[config.mk]
export PLATFORM = sky130hd
export DESIGN_NAME = mux2_rr_arbiter_64
export DESIGN_NICKNAME = d
export VERILOG_FILES = /design/src/rtl/mux2_rr_arbiter_64_pkg.sv /design/src/rtl/mux2_rr_arbiter_64_mux.sv /design/src/rtl/mux2_rr_arbiter_64.sv
export SDC_FILE = /design/constraint.sdc
export NUM_CORES = 1
export LEC_CHECK = 0
export CORE_UTILIZATION = 55
export CTS_CLUSTER_SIZE = 40
export DETAILED_ROUTE_END_ITERATION = 7
export DONT_BUFFER_PORTS = 1
export GPL_TIMING_DRIVEN = 0
export PLACE_DENSITY = 0.7
export SETUP_SLACK_MARGIN = 0.05
export SYNTH_ARGS = -nofsm -noshare
export SYNTH_HDL_FRONTEND = slang
export SYNTH_SLANG_ARGS = --single-unit
[constraint.sdc]
create_clock -name clk -period 3.09 [get_ports clk]
set_input_delay 0.4635 -clock clk [delete_from_list [all_inputs] [get_ports clk]]
set_output_delay 0.4635 -clock clk [all_outputs]
set_load 0.02 [all_outputs]
[src/rtl/mux2_rr_arbiter_64_pkg.sv]
// mux2_rr_arbiter_64_pkg: state encodings, source ids and data width shared by the arbiter
package mux2_rr_arbiter_64_pkg;
  localparam int DW = 64;
  localparam logic [1:0] IDLE   = 2'd0;
  localparam logic [1:0] LOCK_A = 2'd1;
  localparam logic [1:0] LOCK_B = 2'd2;
  localparam logic SRC_A = 1'b0;
  localparam logic SRC_B = 1'b1;
endpackage

[src/rtl/mux2_rr_arbiter_64_mux.sv]
// MUX2T1_64: 64-bit 2:1 mux cell
// ports: a_i/b_i data inputs, sel_i (1 selects a_i), y_o selected data
module MUX2T1_64 (
  input  logic [63:0] a_i,
  input  logic [63:0] b_i,
  input  logic        sel_i,
  output logic [63:0] y_o
);
  assign y_o = sel_i ? a_i : b_i;
endmodule

[src/rtl/mux2_rr_arbiter_64.sv]
// mux2_rr_arbiter_64: packet-locked round-robin arbiter sharing one registered 64-bit path between A and B
// ports: clk/rst_n (sync, active-low); a_*/b_* requester beats with valid/ready/last;
//        o_* registered output beat with source id; sel mux select (1 = A); cnt_a/cnt_b completed packets
module mux2_rr_arbiter_64 #(
  parameter int DW = mux2_rr_arbiter_64_pkg::DW,
  parameter int CW = 16
) (
  input  logic          clk,
  input  logic          rst_n,
  input  logic          a_valid,
  input  logic [DW-1:0] a_data,
  input  logic          a_last,
  output logic          a_ready,
  input  logic          b_valid,
  input  logic [DW-1:0] b_data,
  input  logic          b_last,
  output logic          b_ready,
  output logic          o_valid,
  output logic [DW-1:0] o_data,
  output logic          o_last,
  output logic          o_src,
  input  logic          o_ready,
  output logic          sel,
  output logic [CW-1:0] cnt_a,
  output logic [CW-1:0] cnt_b
);
  import mux2_rr_arbiter_64_pkg::*;
  logic [1:0] state_q, state_d;
  logic prio_q, prio_d;
  logic o_valid_q, o_last_q, o_src_q;
  logic [DW-1:0] o_data_q;
  logic [CW-1:0] cnt_a_q, cnt_a_d, cnt_b_q, cnt_b_d;
  logic space, grant, idle, take, last_m, done;
  logic [DW-1:0] mux_y;
  assign idle = state_q == IDLE;
  assign space = !o_valid_q || o_ready;
  assign grant = state_q == LOCK_A ? SRC_A : state_q == LOCK_B ? SRC_B :
                 (a_valid && b_valid) ? prio_q : a_valid ? SRC_A : b_valid ? SRC_B : prio_q;
  assign sel = grant == SRC_A;
  // in IDLE ready follows the requester's valid so an idle prio source is never offered a slot
  assign a_ready = rst_n && space && sel && (!idle || a_valid);
  assign b_ready = rst_n && space && !sel && (!idle || b_valid);
  assign take = sel ? a_valid && a_ready : b_valid && b_ready;
  assign last_m = sel ? a_last : b_last;
  assign done = take && last_m;
  MUX2T1_64 u_mux (.a_i(a_data), .b_i(b_data), .sel_i(sel), .y_o(mux_y));
  always_comb begin
    state_d = !take ? state_q : last_m ? IDLE : sel ? LOCK_A : LOCK_B;
    prio_d = done ? ~grant : prio_q;
    cnt_a_d = cnt_a_q + CW'(done && sel);
    cnt_b_d = cnt_b_q + CW'(done && !sel);
  end
  always_ff @(posedge clk) begin
    if (!rst_n) begin
      state_q <= IDLE;
      prio_q <= SRC_A;
      o_valid_q <= 1'b0;
      o_data_q <= '0;
      o_last_q <= 1'b0;
      o_src_q <= SRC_A;
      cnt_a_q <= '0;
      cnt_b_q <= '0;
    end else begin
      state_q <= state_d;
      prio_q <= prio_d;
      cnt_a_q <= cnt_a_d;
      cnt_b_q <= cnt_b_d;
      o_valid_q <= take || (o_valid_q && !o_ready);
      if (take) begin
        o_data_q <= mux_y;
        o_last_q <= last_m;
        o_src_q <= grant;
      end
    end
  end
  assign o_valid = o_valid_q;
  assign o_data = o_data_q;
  assign o_last = o_last_q;
  assign o_src = o_src_q;
  assign cnt_a = cnt_a_q;
  assign cnt_b = cnt_b_q;
endmodule
==> impl_metrics.env <==
export IMPL_cts_sinks=102
export IMPL_floorplan_initialDensity_pct=57.7
export IMPL_wl_per_cell_um=18.9
export IMPL_final_cell_mix="nand2_1, dfxtp_1, a21oi_1"
export IMPL_slew_headroom_pct=48.6
export IMPL_share_comb_of_total_power_pct=19.1
export IMPL_worst_pin_slew_ns=0.765
export IMPL_clk_pin_slew_ns=0.11
export IMPL_firstDrtPassIters=4
export IMPL_grt_max_degree=17
export IMPL_synth_adder_area_share_pct=1.03
export IMPL_async_reset_ff_share_pct=0
export IMPL_routed_via_count=4179
export IMPL_synth_top_family_by_area="compound AO/OA/AOI/OAI gates"
export IMPL_path_class="reg2reg"
export IMPL_synth_compound_area_share_pct=27.4
export IMPL_dpl_instance_area_um2=4970
export IMPL_drtIter0Drc=107
export IMPL_clkLatencyLatePin_ns=0.36
export IMPL_grt_antenna_before_repair=0
export IMPL_min_period_over_period_pct=87.8
export IMPL_area_growth_pct=6.18
export IMPL_final_common_cell="nand2_1"
export IMPL_cts_max_path_buffers=2
export IMPL_cp_max_fo=10
export IMPL_setup_viol_count_final=0
export IMPL_syn_inst=557
export IMPL_synth_edf_count=0
export IMPL_placement_io_buffers=0
export IMPL_final_nets=707
export IMPL_worstSetupStartpointType="flop"
export IMPL_slew_viol_final=0
export IMPL_ys_flop_type="dfxtp_1"
export IMPL_fp_row_count=33
export IMPL_pin_count=237
export IMPL_critical_path_arrival_ns=2.94
export IMPL_track_usage_pct=26.6
export IMPL_critPathCaptureType="flop"
export IMPL_synthSimpleGateAreaFrac_pct=19.9
export IMPL_dp_slack_ns=0.290
export IMPL_die_area_um2=9180
export IMPL_postRouteAntennaNets=0
export IMPL_die_h_um=95.8
export IMPL_hold_path_cell_count=2
export IMPL_grt_pass1_wl_um=18800
export IMPL_tns_ns=0
export IMPL_final_layout_size_suffix_gt1_share_pct=15.0
export IMPL_hold_viol=0
export IMPL_core_area_um2=8380
export IMPL_p_int_mw=1.92
export IMPL_via_per_inst=6.16
export IMPL_dieWidth_um=95.8
export IMPL_ir_worst_vdd_mv=0.295
export IMPL_worstHoldPathType="in2reg"
export IMPL_wirelength_um=12800
export IMPL_ys_ff_latch=102
export IMPL_critPathMaxStageDelay_ns=0.40
export IMPL_post_synth_cell_area_avg_um2=8.69
export IMPL_p_switching_mw=1.01
export IMPL_timing_final_ws_setup_ns=0.376
export IMPL_postCtsSetupRepairBufs=0
export IMPL_cp_common_cell="ha_1"
export IMPL_synthXorXnorAreaFrac_pct=3.62
export IMPL_cts_resized=0
export IMPL_ys_types=44
export IMPL_maxCapViolCount=0
export IMPL_muxShareOfSynthArea_pct=0
export IMPL_r2r_cells=11
export IMPL_period_minus_slack_ns=2.71
export IMPL_critical_path_slowest_cell="dfxtp_1"
export IMPL_ctsHoldBuffers=0
export IMPL_yosys_warnings=0
export IMPL_powerDensity_nw_per_um2=569
export IMPL_first_global_vias=3819
export IMPL_fin_skew_ns=0.0167
export IMPL_numCtsBuffers=9
export IMPL_rsz0062_at_grt="false"
export IMPL_finalPower_mw=2.92
export IMPL_status="complete, no violations"
export IMPL_synthesis_nets=696
export IMPL_cts_tree="built"
export IMPL_grt_overflow_total=0
export IMPL_gp_congestion=0.793
export IMPL_final_cells=678
export IMPL_netlist_area_um2=4840
export IMPL_seq_power_share_pct=54.9
export IMPL_crit_chain="nor2b_2 > a31o_4 > inv_4 > buf_4 > nor3b_1 > ha_1 > ha_1 > nand2_1 > nor4_1 > xnor2_1 > nor2_1"
export IMPL_antenna_cells=0
export IMPL_dp_cells=662
export IMPL_p_leak_nw=1.76
export IMPL_htree_levels=3
export IMPL_hpwl_um=9570
export IMPL_drc=0
export IMPL_fin_area_um2=5140
export IMPL_max_freq_mhz=369
export IMPL_clock_tree_root_cell="clkbuf_8"
export IMPL_p_sw_share_pct=34.4
export IMPL_yosysSeqAreaShare_pct=42.2
export IMPL_required_ns=3.31
export IMPL_clkPwrFrac_pct=26.0
## cells in the mapped netlist, types with 2 or more instances
library cell,instances,area (um^2)
nand2_1,143,537
and2_1,4,25.0
or3_1,5,31.3
a31oi_1,2,12.5
nand2b_1,2,12.5
o21ai_0,6,30.0
nor4_1,5,31.3
a31o_1,2,17.5
clkbuf_1,22,82.6
ha_1,4,50.1
a311oi_2,40,601
dfxtp_1,102,2040
buf_4,6,45.0
buf_6,5,56.3
a21oi_1,72,360
nand4_1,4,25.0
inv_1,7,26.3
a311oi_1,25,219
buf_2,13,65.1
xnor2_1,16,140
xor2_1,4,35.0
nor3_1,12,60.1
nor2_1,24,90.1
nand3_1,12,60.1
## power groups by stage
stage                     logic [mW]  registers (mW)  clock network (mW)
final                          0.558            1.61               0.760
after global routing           0.618            1.62               0.812
after CTS                      0.560            1.61               0.765
after detailed placement       0.559            1.64                   0
after global placement         0.543            1.63                   0
after floorplan                0.458            1.61                   0
## metal layers
| layer | vias up | GRT usage, % | wire [um] |
|---|---|---|---|
| met1 | 1956 | 30.2 | 4940 |
| li1 | 2019 | - | - |
| met2 | 176 | 45.9 | 6300 |
| met5 | - | 0 | 0 |
| met3 | 28 | 8.45 | 1200 |
| met4 | 0 | 11.2 | 367 |
## kinds of logic after synthesis
family,after synthesis
flip-flops,102
XOR/XNOR,20
AO/OA/AOI/OAI,155
buffers and inverters,55
adder cells (fa/ha/maj),4
AND/OR/NAND/NOR,221
## metrics by stage
step           util [%]  hold slack, ns
2_1_floorplan         -           0.457
3_3_place_gp       59.3           0.475
3_5_place_dp       59.3           0.478
4_1_cts            61.3           0.238
5_1_grt            61.3           0.243
6_report           61.3           0.245
## path summary, 6_finish.rpt
path                            slack [ns]                     from                 endpoint
worst min register to register        0.50      prio_q$_SDFFE_PN0N_      prio_q$_SDFFE_PN0N_
worst min-delay path                  0.24               a_data[33]  o_data[33]$_SDFFE_PN0P_
worst max register to register        0.38  state_q[1]$_SDFFE_PN0P_     cnt_b[14]$_SDFF_PN0_
worst max-delay path                  0.38  state_q[1]$_SDFFE_PN0P_     cnt_b[14]$_SDFF_PN0_
## layout make-up
type                    count  area (um^2)
inverters                   9         36.3
clock buffers              11          131
well taps                 105          131
plain buffers              46          249
flip-flops and latches    102         2040
multi-input cells         400         2510
fillers                   750         3240
clock inverters             5         36.3
## sequential cells by signal (all words and copies together), names as in the netlist
signal / count
cnt_a: 16
cnt_b: 16
o_data: 64
o_last: 1
o_src: 1
o_valid: 1
prio_q: 1
state_q: 2
## worst max-delay path: cells and delay by family (launching register included)
family                     cells  cell delay [ns]
and+or+nand+nor                5             1.17
AOI/OAI and AO/OA              1             0.16
buffers and inverters          2             0.25
xor gates and xnor gates       1             0.16
adders and majority gates      2             0.45
DFF                            1             0.40
Power figures use the tool's default switching activity.
